File: src/rtl/pulse_stretch_if.sv
// Trigger/pulse bundle for pulse_stretch.
// Handshake: there is no valid/ready pair. trig is a strobe sampled on every
// rising clk edge. len and retrig_en are only read on an edge where trig=1.
// pulse_out/busy/done/drop are registered, so they are stable for the whole cycle.
interface pulse_stretch_if #(
    parameter int CNT_W = 8
);
    logic             trig;
    logic [CNT_W-1:0] len;
    logic             retrig_en;
    logic             pulse_out;
    logic             busy;
    logic             done;
    logic             drop;
    logic [1:0]       dbg_state;

    modport master (
        output trig, len, retrig_en,
        input  pulse_out, busy, done, drop, dbg_state
    );

    modport slave (
        input  trig, len, retrig_en,
        output pulse_out, busy, done, drop, dbg_state
    );
endinterface

File: src/rtl/pulse_stretch.sv
// Counter-based pulse stretcher: each accepted trigger drives pulse_out high
// for exactly len cycles, followed by MIN_GAP forced-low cycles.
module pulse_stretch #(
    parameter int CNT_W   = 8,
    parameter int MIN_GAP = 1
) (
    input  logic           clk,
    input  logic           rst,
    pulse_stretch_if.slave bus
);
    // The counter must hold both a length reload and a gap reload.
    localparam int GAP_W  = (MIN_GAP > 0) ? $clog2(MIN_GAP + 1) : 1;
    localparam int CW     = (CNT_W > GAP_W) ? CNT_W : GAP_W;
    localparam int GAP_LD = (MIN_GAP > 0) ? MIN_GAP - 1 : 0;
    localparam logic [CW-1:0] GAP_LOAD = CW'(GAP_LD);

    typedef enum logic [1:0] {
        S_IDLE = 2'd0,
        S_HIGH = 2'd1,
        S_GAP  = 2'd2
    } state_t;

    state_t        state, state_d;
    logic [CW-1:0] cnt, cnt_d;
    logic          done_q, done_d;
    logic          drop_q, drop_d;
    logic [CW-1:0] len_ld;
    logic          start_ok;

    // A trigger can only start or reload a pulse when it asks for a non-zero length.
    assign start_ok = bus.trig && (bus.len != '0);
    // The counter runs from len-1 down to 0, so len cycles are spent in HIGH.
    assign len_ld   = CW'(bus.len) - CW'(1);

    // State, counter and strobe registers; reset clears everything at once.
    always_ff @(posedge clk or posedge rst) begin
        if (rst) begin
            state  <= S_IDLE;
            cnt    <= '0;
            done_q <= 1'b0;
            drop_q <= 1'b0;
        end else begin
            state  <= state_d;
            cnt    <= cnt_d;
            done_q <= done_d;
            drop_q <= drop_d;
        end
    end

    // Next-state, counter and strobe decisions for the current cycle.
    always_comb begin
        state_d = state;
        cnt_d   = cnt;
        done_d  = 1'b0;
        drop_d  = 1'b0;
        unique case (state)
            S_IDLE: begin
                if (start_ok) begin
                    state_d = S_HIGH;
                    cnt_d   = len_ld;
                end else if (bus.trig) begin
                    drop_d = 1'b1;
                end
            end
            S_HIGH: begin
                // A reload wins over the end-of-count, so a retrigger on the
                // last high cycle extends the pulse without a low cycle.
                if (start_ok && bus.retrig_en) begin
                    cnt_d = len_ld;
                end else begin
                    drop_d = bus.trig;
                    if (cnt == '0) begin
                        done_d = 1'b1;
                        if (MIN_GAP > 0) begin
                            state_d = S_GAP;
                            cnt_d   = GAP_LOAD;
                        end else begin
                            state_d = S_IDLE;
                            cnt_d   = '0;
                        end
                    end else begin
                        cnt_d = cnt - CW'(1);
                    end
                end
            end
            S_GAP: begin
                // The edge that closes the gap may already accept a trigger:
                // the low time is then exactly MIN_GAP cycles.
                if (cnt == '0) begin
                    if (start_ok) begin
                        state_d = S_HIGH;
                        cnt_d   = len_ld;
                    end else begin
                        state_d = S_IDLE;
                        drop_d  = bus.trig;
                    end
                end else begin
                    cnt_d  = cnt - CW'(1);
                    drop_d = bus.trig;
                end
            end
            default: begin
                state_d = S_IDLE;
                cnt_d   = '0;
            end
        endcase
    end

    assign bus.pulse_out = (state == S_HIGH);
    assign bus.busy      = (state != S_IDLE);
    assign bus.done      = done_q;
    assign bus.drop      = drop_q;
    assign bus.dbg_state = state;

endmodule

File: src/flat_wrapper.sv
// flat-port wrapper written by rule: the top's interface ports become plain ports
module pulse_stretch_flat 
#(
    parameter int CNT_W   = 8,
    parameter int MIN_GAP = 1
)
  (clk, rst, bus_trig, bus_len, bus_retrig_en, bus_pulse_out, bus_busy, bus_done, bus_drop, bus_dbg_state);
  pulse_stretch_if #(.CNT_W(CNT_W)) bus_i ();
  input  logic clk;
  input  logic rst;
  input wire logic [$bits(bus_i.trig)-1:0] bus_trig;
  input wire logic [$bits(bus_i.len)-1:0] bus_len;
  input wire logic [$bits(bus_i.retrig_en)-1:0] bus_retrig_en;
  output wire logic [$bits(bus_i.pulse_out)-1:0] bus_pulse_out;
  output wire logic [$bits(bus_i.busy)-1:0] bus_busy;
  output wire logic [$bits(bus_i.done)-1:0] bus_done;
  output wire logic [$bits(bus_i.drop)-1:0] bus_drop;
  output wire logic [$bits(bus_i.dbg_state)-1:0] bus_dbg_state;
  assign bus_i.trig = bus_trig;
  assign bus_i.len = bus_len;
  assign bus_i.retrig_en = bus_retrig_en;
  assign bus_pulse_out = bus_i.pulse_out;
  assign bus_busy = bus_i.busy;
  assign bus_done = bus_i.done;
  assign bus_drop = bus_i.drop;
  assign bus_dbg_state = bus_i.dbg_state;
  pulse_stretch #(.CNT_W(CNT_W), .MIN_GAP(MIN_GAP)) u_core (.clk(clk), .rst(rst), .bus(bus_i));
endmodule
File: config.mk
export PLATFORM = sky130hd
export DESIGN_NAME = pulse_stretch_flat
export DESIGN_NICKNAME = d
export VERILOG_FILES = /design/src/rtl/pulse_stretch_if.sv /design/src/rtl/pulse_stretch.sv /design/src/flat_wrapper.sv
export SDC_FILE = /design/constraint.sdc
export NUM_CORES = 1
export LEC_CHECK = 0
export ABC_AREA = 1
export BUFFER_PORTS_ARGS = -buffer_cell sky130_fd_sc_hd__clkbuf_2
export CAP_MARGIN = 20
export CORE_MARGIN = 5
export CORE_UTILIZATION = 58
export DETAILED_ROUTE_END_ITERATION = 6
export GPL_ROUTABILITY_DRIVEN = 0
export MAX_ROUTING_LAYER = met4
export PLACE_DENSITY_LB_ADDON = 0.25
export SLEW_MARGIN = 20
export SYNTH_ARGS = -nofsm -noshare
export SYNTH_HDL_FRONTEND = slang
export SYNTH_SLANG_ARGS = --single-unit
File: constraint.sdc
create_clock -name clk -period 2.8 [get_ports clk]
set_input_delay 0.56 -clock clk [delete_from_list [all_inputs] [get_ports clk]]
set_output_delay 0.56 -clock clk [all_outputs]
set_load 0.01 [all_outputs]
Word-level counts from Yosys, hierarchy flattened --
Index checks and enable logic that the tools add are counted.
Operators by class: add/sub/neg operators 2, eq/ne operators 6, multiplexer cells 20, reductions and logical operators 7
Operator list (count):
- 2-to-1 mux 8 bit | 4
- one-hot mux 8 bit (3 select lines) | 1
- subtractor 8 x 1 -> 8 bit (second input constant) | 2
- 2-to-1 mux 1 bit | 9
- zero test 8 bit | 1
- 2-to-1 mux 2 bit | 4
- nonzero test 8 bit | 1
- != test 2 x 1 -> 1 bit (second input constant) | 3
- one-hot mux 2 bit (3 select lines) | 1
- AND reduction 4 bit | 1
- one-hot mux 1 bit (3 select lines) | 1
- equality test 2 x 1 -> 1 bit (second input constant) | 1
- equality test 2 bit (second input constant) | 1
- logical AND 1 bit | 2
- zero test 2 bit | 1
- != test 2 bit (second input constant) | 1
- nonzero test 2 bit | 1
Word-level totals: register bits 12, input port bits 12, output and inout port bits 6, word-level logic and storage cells 39

Depth between registers and ports, before layout --
Gate-level depths: netlist of the first run.
depth after elaboration 5, depth in mapped cells 10, mapped depth without buffers 10

Worst setup path before layout of the first run --
Ideal clock, no wire load.
path kind in2reg, from input port bus_len[0], to register u_core.cnt[0], library setup time 0.121 ns, arrival 1.416 ns, required time 2.679 ns, path slack 1.263 ns, stages 9, path buffers 0, cells stage by stage inv_1 ha_1 nand3_1 nor2_1 nor2_2 nand2_2 nand2_4 nand2_1 nand3_2
On the way: cells in the longest elaborated chain, start to end 5, elaborated cells between the ends (all ways) 8, classes of those cells add/sub (1); mux (4); reduce/logical (3)
Ends and longest elaborated chain:
- from (decl) | line flat_wrapper.sv:12 | input wire logic [$bits(bus_i.len)-1:0] bus_len;
- branches (longest 4 deep; another with subtractor 8 x 1 -> 8 bit)
- one-hot mux 8 bit (3 select lines) * | line pulse_stretch.sv:56 | unique case (state)
- net u_core.cnt_d[0] | line pulse_stretch.sv:24 | logic [CW-1:0] cnt, cnt_d;
- to (signal assigned) | line pulse_stretch.sv:44 | cnt <= cnt_d;
- to (decl) | line pulse_stretch.sv:24
Mark *: on every way through the listed nets, which the timed path passes. A chain may end at the register's enable or synchronous reset.

Worst setup path after layout of the first run --
from register u_core.state[0] (netlist: u_core.bus.dbg_state[0]), to output port bus_pulse_out
On the way: cells in the longest elaborated chain, start to end 1
Ends and longest elaborated chain:
- from (decl) | line pulse_stretch.sv:23 | state_t state, state_d;
- from (signal assigned) | line pulse_stretch.sv:43 | state <= state_d;
- equality test 2 x 1 -> 1 bit | line pulse_stretch.sv:109 | assign bus.pulse_out = (state == S_HIGH);
- to (decl) | line flat_wrapper.sv:14 | output wire logic [$bits(bus_i.pulse_out)-1:0] bus_pulse_out;
No other way between the ends.

==> reports/summary.txt, run 1 <==
status = finished clean
Reg clk slew, reported paths = 70 ps
Area growth syn-to-layout = 13.0%
TritonCTS Sinks = 12
CP Class = flip-flop to output pin
DRC viols = 0
Root Buffer = clkbuf_4
die width = 51.3 um
IO Count = 18
average wire per standard cell = 11.5 um
global-route wire length before repair = 3.56 mm
post-synthesis sequential area ratio = 0.303
First-pass DRT Iterations = 4
GRT Overall Usage = 0.188
CP max FO = 5
post-route cell area = 0.00112 mm^2
Switching Power = 0.000429 W
number of global-route vias before repair = 875
Compound-Gate Fraction of Synth Area = 0.0278
Slew @ Worst Pin = 457 ps
Overflow after GRT = 0
clock insertion delay at the later pin of the skew report = 280 ps
XOR/XNOR share of the synthesized area = 0.0885
placed cell area = 0.00110 mm^2
Worst Skew = 7.10 ps
Avg Cell Area, Syn = 7.50 um^2
Seq pwr share = 0.321
Net Sw Frac = 0.469
Diodes inserted = 0
leading post-synthesis cells by cell area = dfrtp_1, nand2_1, nand3_2
Inserted Clock Buffers = 3
PwrDens = 817 mW/mm^2
Post-Syn Area = 990 um^2
Bufs on Longest Clock Path = 2
syn nets = 148
count leader, synth = nand2_1
leakage power = 0.624 nW
ANT nets after route = 0
largest area contributor in the netlist = dfrtp_1
initial antenna violation count = 0
final WL = 1.95 mm
largest family of logic cells by synthesized area = simple AND/OR/NAND/NOR gates
CTS tree = built
largest net degree at the start of global routing = 13
Netlist cell types = 20
Vias/cell = 5.22
Yosys reg bits = 12
core box area = 0.00167 mm^2
minimum clock period = 1670 ps
Iteration-0 DRC Markers = 17
fmax = 597 MHz
top cell type's share of synthesized area = 0.303
Post-synth EDFFs = 0
standard-cell rows = 15
number of vias in the routed layout = 883
RSZ-0062 raised after global routing = false
Int Power = 0.000485 W
clock share of power = 0.116
effective utilization at floorplan = 0.593
type of origin of the critical path = flip-flop
nets@finish = 170
# resized after CTS = 0
mux share of post-synthesis cell area = 0
Synth Warn # = 0
Cells after Synth = 132
layout cell share with drive strength beyond 1 = 0.322
crit end category = output pin
Worst EP required = 2240 ps
Final Cycle Share = 0.598
CTS Hold Bufs = 0
Hold Crit Class = primary input to async pin
PortBufs = 17
post-DP HPWL = 1.61 mm
Final Hold Fails = 0
Comb pwr share = 0.563
htree depth = 1
ys flop type = dfrtp_1
Worst IR Drop VDD = 0.000381 V
crit path DAT = 1110 ps
Async SR Flop Fraction = 1.00
Chip Height = 51.3 um
relative slew slack = 0.695
number of max-cap violations = 0
setup TNS = 0 ps
final setup vio count = 0
most frequent cells after synthesis = nand2_1, inv_1, dfrtp_1, nand3_2, xor2_1
Setup Fix Bufs, Post-CTS = 0
simple-gate share of the synthesized area = 0.442
full die area = 0.00263 mm^2
final slew viol count = 0
Pwr Total = 0.000914 W
Adder-Cell Fraction of Synth Area = 0.0506
worst hold slack = 257 ps
==> worst max-delay path: stages, from the launching register on <==
cell	delay, ps
dfrtp_1	370
inv_1	80
nor2_2	210
clkbuf_2	180
==> kinds of logic (layout without fill, tap and decap cells) <==
kind of cell | Yosys count | after routing
AND/OR/NAND/NOR | 80 | 80
buffers and inverters | 23 | 43
flip-flops | 12 | 12
XOR/XNOR | 10 | 10
adder cells (fa/ha/maj) | 4 | 4
AO/OA/AOI/OAI | 3 | 3
==> worst paths after layout <==
path	from	end	slack (ps)	cells past startpoint
max	u_core.bus.dbg_state[0]	bus_pulse_out	1130	3
min	rst	u_core.cnt[2]	260	2
max reg2reg	u_core.cnt[0]	u_core.cnt[5]	1240	9
min reg2reg	u_core.cnt[0]	u_core.cnt[0]	510	2
max in group asynchronous	rst	u_core.bus.drop	2220	2
min in group clk	u_core.cnt[0]	u_core.cnt[0]	510	2
==> cell usage in the layout, fill, tap and decap left out, drive strengths merged <==
| master | synthesis | routed |
|---|---|---|
| a21oi | 1 | 1 |
| a31oi | 1 | 1 |
| clkbuf | 0 | 20 |
| dfrtp | 12 | 12 |
| ha | 4 | 4 |
| inv | 23 | 23 |
| nand2 | 43 | 43 |
| nand3 | 21 | 21 |
| nand4 | 2 | 2 |
| nor2 | 11 | 11 |
| nor3 | 2 | 2 |
| o21ai | 1 | 1 |
| or2 | 1 | 1 |
| xor2 | 10 | 10 |
==> metal layers <==
layer	routed length, um	track usage	vias up
met3	84	0.0175	5
met2	934	0.309	23
met5	0	-	-
met4	66	0.131	0
met1	864	0.215	403
li1	-	-	452
==> cell type report <==
class / instances / area, um^2
timing repair buffer: 17 / 85.1
multi-input combinational: 97 / 603
fill: 145 / 552
sequential: 12 / 300
inverter: 23 / 86.3
clock buffer: 3 / 22.5
tap: 17 / 21.3
==> sequential cells by signal, summed over array words and instances (netlist names) <==
signal,count
u_core.bus.drop,1
u_core.bus.done,1
u_core.cnt,8
u_core.bus.dbg_state,2
==> per-stage QoR <==
| stage | util | setup slack (ps) | cells |
|---|---|---|---|
| 2_1_floorplan | - | 1260 | 132 |
| 3_3_place_gp | 0.656 | 1070 | 166 |
| 3_5_place_dp | 0.656 | 1020 | 166 |
| 4_1_cts | 0.670 | 1120 | 169 |
| 5_1_grt | 0.670 | 1040 | 169 |
| 6_report | 0.670 | 1130 | 169 |
==> power by group through the flow <==
stage	Combinational, W	Sequential (W)	Clock, W
global placement	0.000498	0.000295	0
finish	0.000515	0.000293	0.000106
CTS	0.000519	0.000293	0.000110
global route	0.000588	0.000302	0.000123
detailed placement	0.000515	0.000296	0
floorplan	0.000406	0.000293	0
No activity file was read; power rests on OpenSTA's default activity.
==> run 2: changes to the inputs <==
ABC_AREA = 0   (was 1)
CORE_UTILIZATION = 48   (was 58)
clock period = 1.4 ns   (was 2.8 ns; I/O delays follow)
==> run 2 against run 1 <==
The run now ends with negative hold slack, negative setup slack left. Register-to-register slack lost 1800 ps. Area after synthesis shrank 3.8%. Cell count grew 15%. Critical path depth grew 5. Clock skew shrank 4.6 ps. Non-clock buffer count grew 40. Combinational power grew to 3.6 times the previous value.
==> reports/summary.txt, run 2 <==
die width = 54.5 um (+6.3%)
number of flip-flops in the largest register = 8 (unchanged)
core box area = 0.00192 mm^2 (+15%)
Overflow after GRT = 0 (unchanged)
Pwr Total = 0.00265 W (+190%)
Post-synth EDFFs = 0 (unchanged)
met1 usage = 0.269 (+0.0540)
fmax = 503 MHz
PwrDens = 1750 mW/mm^2 (+110%)
Final Util = 0.788 (+0.119)
number of vias in the routed layout = 1120 (+27%)
GR peak layer = met2
IO Count = 18 (unchanged)
Reg clk slew, reported paths = 70 ps (about the same)
CP startpoint = u_core.cnt[1]
minimum clock period = 1990 ps
# fillers = 141 (-2.8%)
final slew viol count = 0 (unchanged)
Netlist cell types = 41 (+110%)
full die area = 0.00297 mm^2 (+13%)
PortBufs = 17 (unchanged)
pre-CTS setup slack = -586 ps (-1600 ps)
number of global-route vias before repair = 1143 (+31%)
Cells after Synth = 109 (-17%)
post-DP HPWL = 2.25 mm (+40%)
Inserted Clock Buffers = 3 (unchanged)
Diodes inserted = 0 (unchanged)
Sequential Area = 300 um^2 (unchanged)
most common cell after layout, fill and taps aside = buf_4
leading post-synthesis cells by cell area = dfrtp_1, inv_1, ha_1
met2 Use GR = 0.456 (+0.147)
top cell type's share of synthesized area = 0.315 (+0.0120)
CTS Hold Bufs = 0 (unchanged)
Worst Skew = 2.47 ps (-4.63 ps)
clock insertion delay at the later pin of the skew report = 280 ps (about the same)
standard-cell rows = 16 (+1)
Post-Syn Area = 952 um^2 (-3.8%)
setup ws final = -588 ps (-1710 ps)
Biggest register = u_core.cnt
placed cell area = 0.00130 mm^2 (+18%)
largest area contributor in the netlist = dfrtp_1
Slew @ Worst Pin = 596 ps (+139 ps)
Vias/cell = 5.74 (+9.9%)
Async SR Flop Fraction = 1.00 (unchanged)
type of origin of the critical path = flip-flop
CP Class = flip-flop to flip-flop
Root Buffer = clkbuf_4
violated checks = negative hold slack, negative setup slack
met3 Use GR = 0.0381 (+0.0207)
Chip Height = 54.5 um (+6.3%)
Worst R2R Setup Slack = -590 ps (-1830 ps)
initial antenna violation count = 0 (unchanged)
largest net degree at the start of global routing = 13 (unchanged)
layout cell share with drive strength beyond 1 = 0.506 (+0.184)
Worst EP required = 1590 ps (-650 ps)
Worst IR Drop VDD = 0.00122 V (+220%)
multi-input logic area = 679 um^2 (+13%)
average wire per standard cell = 16.7 um (+45%)
worst hold slack = -7.03 ps (-264 ps)
Iteration-0 DRC Markers = 45 (+28)
First-pass DRT Iterations = 4 (unchanged)
DRC viols = 0 (unchanged)
number of max-cap violations = 0 (unchanged)
GRT Overall Usage = 0.256 (+0.0685)
final setup vio count = 14 (+14)
effective utilization at floorplan = 0.495 (-0.0971)
Final Cycle Share = 1.42
leakage power = 0.688 nW (+10%)
count leader, synth = inv_1
FF-to-FF Start = u_core.cnt[1]
Bufs on Longest Clock Path = 2 (unchanged)
post-route cell area = 0.00152 mm^2 (+35%)
Area growth syn-to-layout = 59.1%
syn nets = 125 (-16%)
Final Hold Fails = 12 (+12)
Hold Crit Class = primary input to async pin
status = complete, but fails checks
Synth Warn # = 0 (unchanged)
Yosys reg bits = 12 (unchanged)
TritonCTS Sinks = 12 (unchanged)
final WL = 3.26 mm (+67%)
nets@finish = 186 (+9.4%)
ys flop type = dfrtp_1
most frequent cells after synthesis = inv_1, dfrtp_1, nand2_1, a21oi_1, o21ai_1
RSZ-0062 raised after global routing = true
most frequent cells in the layout = buf_4, clkbuf_2, dfrtp_1, inv_1, nand2_1
relative slew slack = 0.600 (-0.0951)
CTS tree = built
global-route wire length before repair = 5.26 mm (+48%)
htree depth = 1 (unchanged)
crit end category = flip-flop
Avg Cell Area, Syn = 8.74 um^2 (+17%)
post-synthesis sequential area ratio = 0.315 (+0.0120)
crit path DAT = 2180 ps (+1070 ps)
CP max FO = 7 (+2)
ANT nets after route = 0 (unchanged)
==> run 2: cell count changes in the layout (fill, tap and decap cells not counted), moves of 7 or more <==
cell,change
xor2_1,-8
buf_4,+34
nand2_1,-29
nand3_2,-12
inv_1,-7
==> run 2: cell type report <==
class | count | area share
tap | 27 | 0.0223
multi-input combinational | 81 | 0.448
sequential | 12 | 0.198
timing repair buffer | 57 | 0.279
clock buffer | 3 | 0.0149
inverter | 15 | 0.0372
==> run 2: cell families (layout without fill, tap and decap cells) <==
group / after synthesis / count (layout) / synth area share
AOI/OAI and AO/OA: 30 / 30 / 0.235
and+or+nand+nor: 40 / 41 / 0.272
DFF: 12 / 12 / 0.315
adders and majority gates: 4 / 4 / 0.0526
xor gates and xnor gates: 6 / 6 / 0.0552
buffers and inverters: 17 / 75 / 0.0696
==> run 2: path summary, 6_finish.rpt <==
| kind | to | cells after the start |
|---|---|---|
| min in group clk | u_core.bus.drop | 2 |
| min reg2reg | u_core.cnt[7] | 2 |
| max reg2reg | u_core.cnt[5] | 8 |
| max in group asynchronous | u_core.cnt[0] | 2 |
| max | u_core.cnt[5] | 8 |
| min | u_core.cnt[6] | 2 |
==> run 2: report_power, final <==
group | switching, W | internal (W)
registers | 0.000103 | 0.000485
clock network | 0.000117 | 0.000100
logic | 0.000933 | 0.000916
total | 0.00115 | 0.00150
==> run 2: what timing repair did <==
action,CTS,global route
setup buffers,6,5
pin swaps,12,5
setup endpoints to repair,14,14
endpoints found under the hold margin,0,0
gates resized for setup,17,7
gates cloned,1,0
==> run 2: metrics by stage <==
| step | cells | setup TNS, ps |
|---|---|---|
| floorplan | 109 | -4090 |
| global placement | 180 | -5240 |
| detailed placement | 180 | -5940 |
| CTS | 190 | -5540 |
| global route | 195 | -7100 |
| finish | 195 | -6110 |
==> run 2: worst max-delay path, cell delays in order, from the launching register on <==
cell     delay, ps
dfrtp_1        390
inv_2           80
ha_4           130
or4b_4         510
o21ai_4        160
nor3b_4        210
buf_6          160
a21oi_1         60
o21ai_1        200
==> run 2: metal layers <==
| metal | wire (um) | vias to the layer above |
|---|---|---|
| li1 | - | 522 |
| met1 | 1270 | 526 |
| met5 | 0 | - |
| met2 | 1630 | 55 |
| met3 | 176 | 17 |
| met4 | 173 | 0 |
==> run 3: changes to the inputs <==
clock period = 1.8 ns   (was 1.4 ns; I/O delays follow)
==> run 3 against run 2 <==
The run ends with negative setup slack left. Highest routed layer unchanged. Worst setup slack better by 430 ps. First-iteration DRC count is 6.7% lower. Final area decreased by 8.1%. Combinational power down 34%.
==> reports/summary.txt, run 3 (same netlist as run 2, synthesis figures left out) <==
number of global-route vias before repair = 1078 (-5.7%)
CTS tree = built
status = complete, but fails checks
Worst Skew = 3.70 ps (+1.22 ps)
average wire per standard cell = 15.5 um (-7.0%)
number of max-cap violations = 0 (unchanged)
Slew @ Worst Pin = 604 ps (+7.58 ps)
crit path DAT = 2160 ps (-20 ps)
post-DP HPWL = 2.00 mm (-11%)
post-route cell area = 0.00139 mm^2 (-8.1%)
setup TNS = -944 ps (+5160 ps)
relative slew slack = 0.595 (-0.00508)
full die area = 0.00297 mm^2 (unchanged)
crit end category = flip-flop
First-pass DRT Iterations = 4 (unchanged)
Area growth syn-to-layout = 46.3%
DRC viols = 0 (unchanged)
Vias/cell = 5.69 (-0.99%)
nets@finish = 173 (-7.0%)
PwrDens = 1330 mW/mm^2 (-24%)
leakage power = 0.623 nW (-9.4%)
die width = 54.5 um (unchanged)
Biggest register = u_core.cnt
CP Class = flip-flop to flip-flop
CTS Hold Bufs = 0 (unchanged)
placed cell area = 0.00122 mm^2 (-5.6%)
type of origin of the critical path = flip-flop
TritonCTS Sinks = 12 (unchanged)
Hold Crit Class = primary input to async pin
layout cell share with drive strength beyond 1 = 0.471 (-0.0350)
# fillers = 160 (+13%)
GRT Overall Usage = 0.230 (-0.0262)
final setup vio count = 8 (-6)
core box area = 0.00192 mm^2 (unchanged)
global-route wire length before repair = 4.69 mm (-11%)
Iteration-0 DRC Markers = 42 (-6.7%)
Final Util = 0.725 (-0.0638)
htree depth = 1 (unchanged)
Root Buffer = clkbuf_4
Final Hold Fails = 0 (-12)
Reg clk slew, reported paths = 70 ps (about the same)
Pwr Total = 0.00185 W (-30%)
clock insertion delay at the later pin of the skew report = 270 ps (about the same)
violated checks = negative setup slack
Overflow after GRT = 0 (unchanged)
Final Cycle Share = 1.09 (-0.330)
largest net degree at the start of global routing = 13 (unchanged)
most frequent cells in the layout = buf_4, clkbuf_2, inv_1, dfrtp_1, nand2_1
Worst EP required = 1990 ps (+400 ps)
CP max FO = 6 (-1)
setup ws final = -163 ps (+425 ps)
number of flip-flops in the largest register = 8 (unchanged)
minimum clock period = 1960 ps (-25.4 ps)
PortBufs = 17 (unchanged)
final WL = 2.83 mm (-13%)
Bufs on Longest Clock Path = 2 (unchanged)
effective utilization at floorplan = 0.495 (unchanged)
Chip Height = 54.5 um (unchanged)
RSZ-0062 raised after global routing = true
initial antenna violation count = 0 (unchanged)
pre-CTS setup slack = -236 ps (+350 ps)
fmax = 510 MHz (+1.3%)
most common cell after layout, fill and taps aside = buf_4
ANT nets after route = 0 (unchanged)
Diodes inserted = 0 (unchanged)
number of vias in the routed layout = 1035 (-7.6%)
IO Count = 18 (unchanged)
Inserted Clock Buffers = 3 (unchanged)
final slew viol count = 0 (unchanged)
Worst IR Drop VDD = 0.000918 V (-25%)
standard-cell rows = 16 (unchanged)
==> run 3: changes by cell type in the layout (fill, tap and decap cells not counted), sizes merged <==
cell	before	now
buf	41	27
clkbuf	19	20
==> run 3: layout make-up <==
class	count	area (um^2)	area share
Multi-Input combinational cell	81	681	0.489
Inverter	15	56.3	0.0404
Tap cell	27	33.8	0.0243
Timing Repair Buffer	44	299	0.215
Sequential cell	12	300	0.216
Clock buffer	3	22.5	0.0162
==> run 3: where the power goes <==
| group | switching, W | internal (W) | leakage [nW] |
|---|---|---|---|
| clock network | 0.0000833 | 0.0000776 | 0.0138 |
| logic | 0.000654 | 0.000568 | 0.462 |
| registers | 0.0000893 | 0.000377 | 0.148 |
==> run 3: layer usage <==
metal  vias up  track usage  share of wire
met4         0        0.158          0.045
met2        48        0.388           0.52
li1        496            -              -
met1       476        0.247           0.39
met5         -            -              0
met3        15       0.0327          0.052
==> run 3: worst paths after layout <==
check                                    from              end  slack (ps)  cells past startpoint
max in group asynchronous                 rst    u_core.cnt[2]        1410                      2
worst max register to register  u_core.cnt[0]    u_core.cnt[5]        -160                      7
worst max-delay path            u_core.cnt[0]    u_core.cnt[5]        -160                      7
worst min-delay path                      rst  u_core.bus.done          70                      2
min in group clk                     bus_trig  u_core.bus.drop         330                      2
worst min register to register  u_core.cnt[7]    u_core.cnt[7]         560                      2
==> run 3: critical path, stage by stage (launching register included) <==
cell and delay (ps):
dfrtp_1 390, inv_2 80, ha_4 130, or4b_4 500
o221a_1 260, and2b_2 310, a22oi_2 120, o21ai_2 90
==> run 3: stage by stage <==
step / hold slack (ps) / std cells
after floorplan: 225 / 109
after global placement: 365 / 172
after detailed placement: 381 / 172
after CTS: 87.0 / 180
after global routing: 115 / 182
final: 68.8 / 182
==> run 3: what timing repair did <==
item                                   CTS  global route
buffers inserted                         4             2
endpoints found under the hold margin    0             0
gates resized for setup                 10             9
setup endpoints to repair               10            12
pin swaps                                6            10
cloned                                   1             0
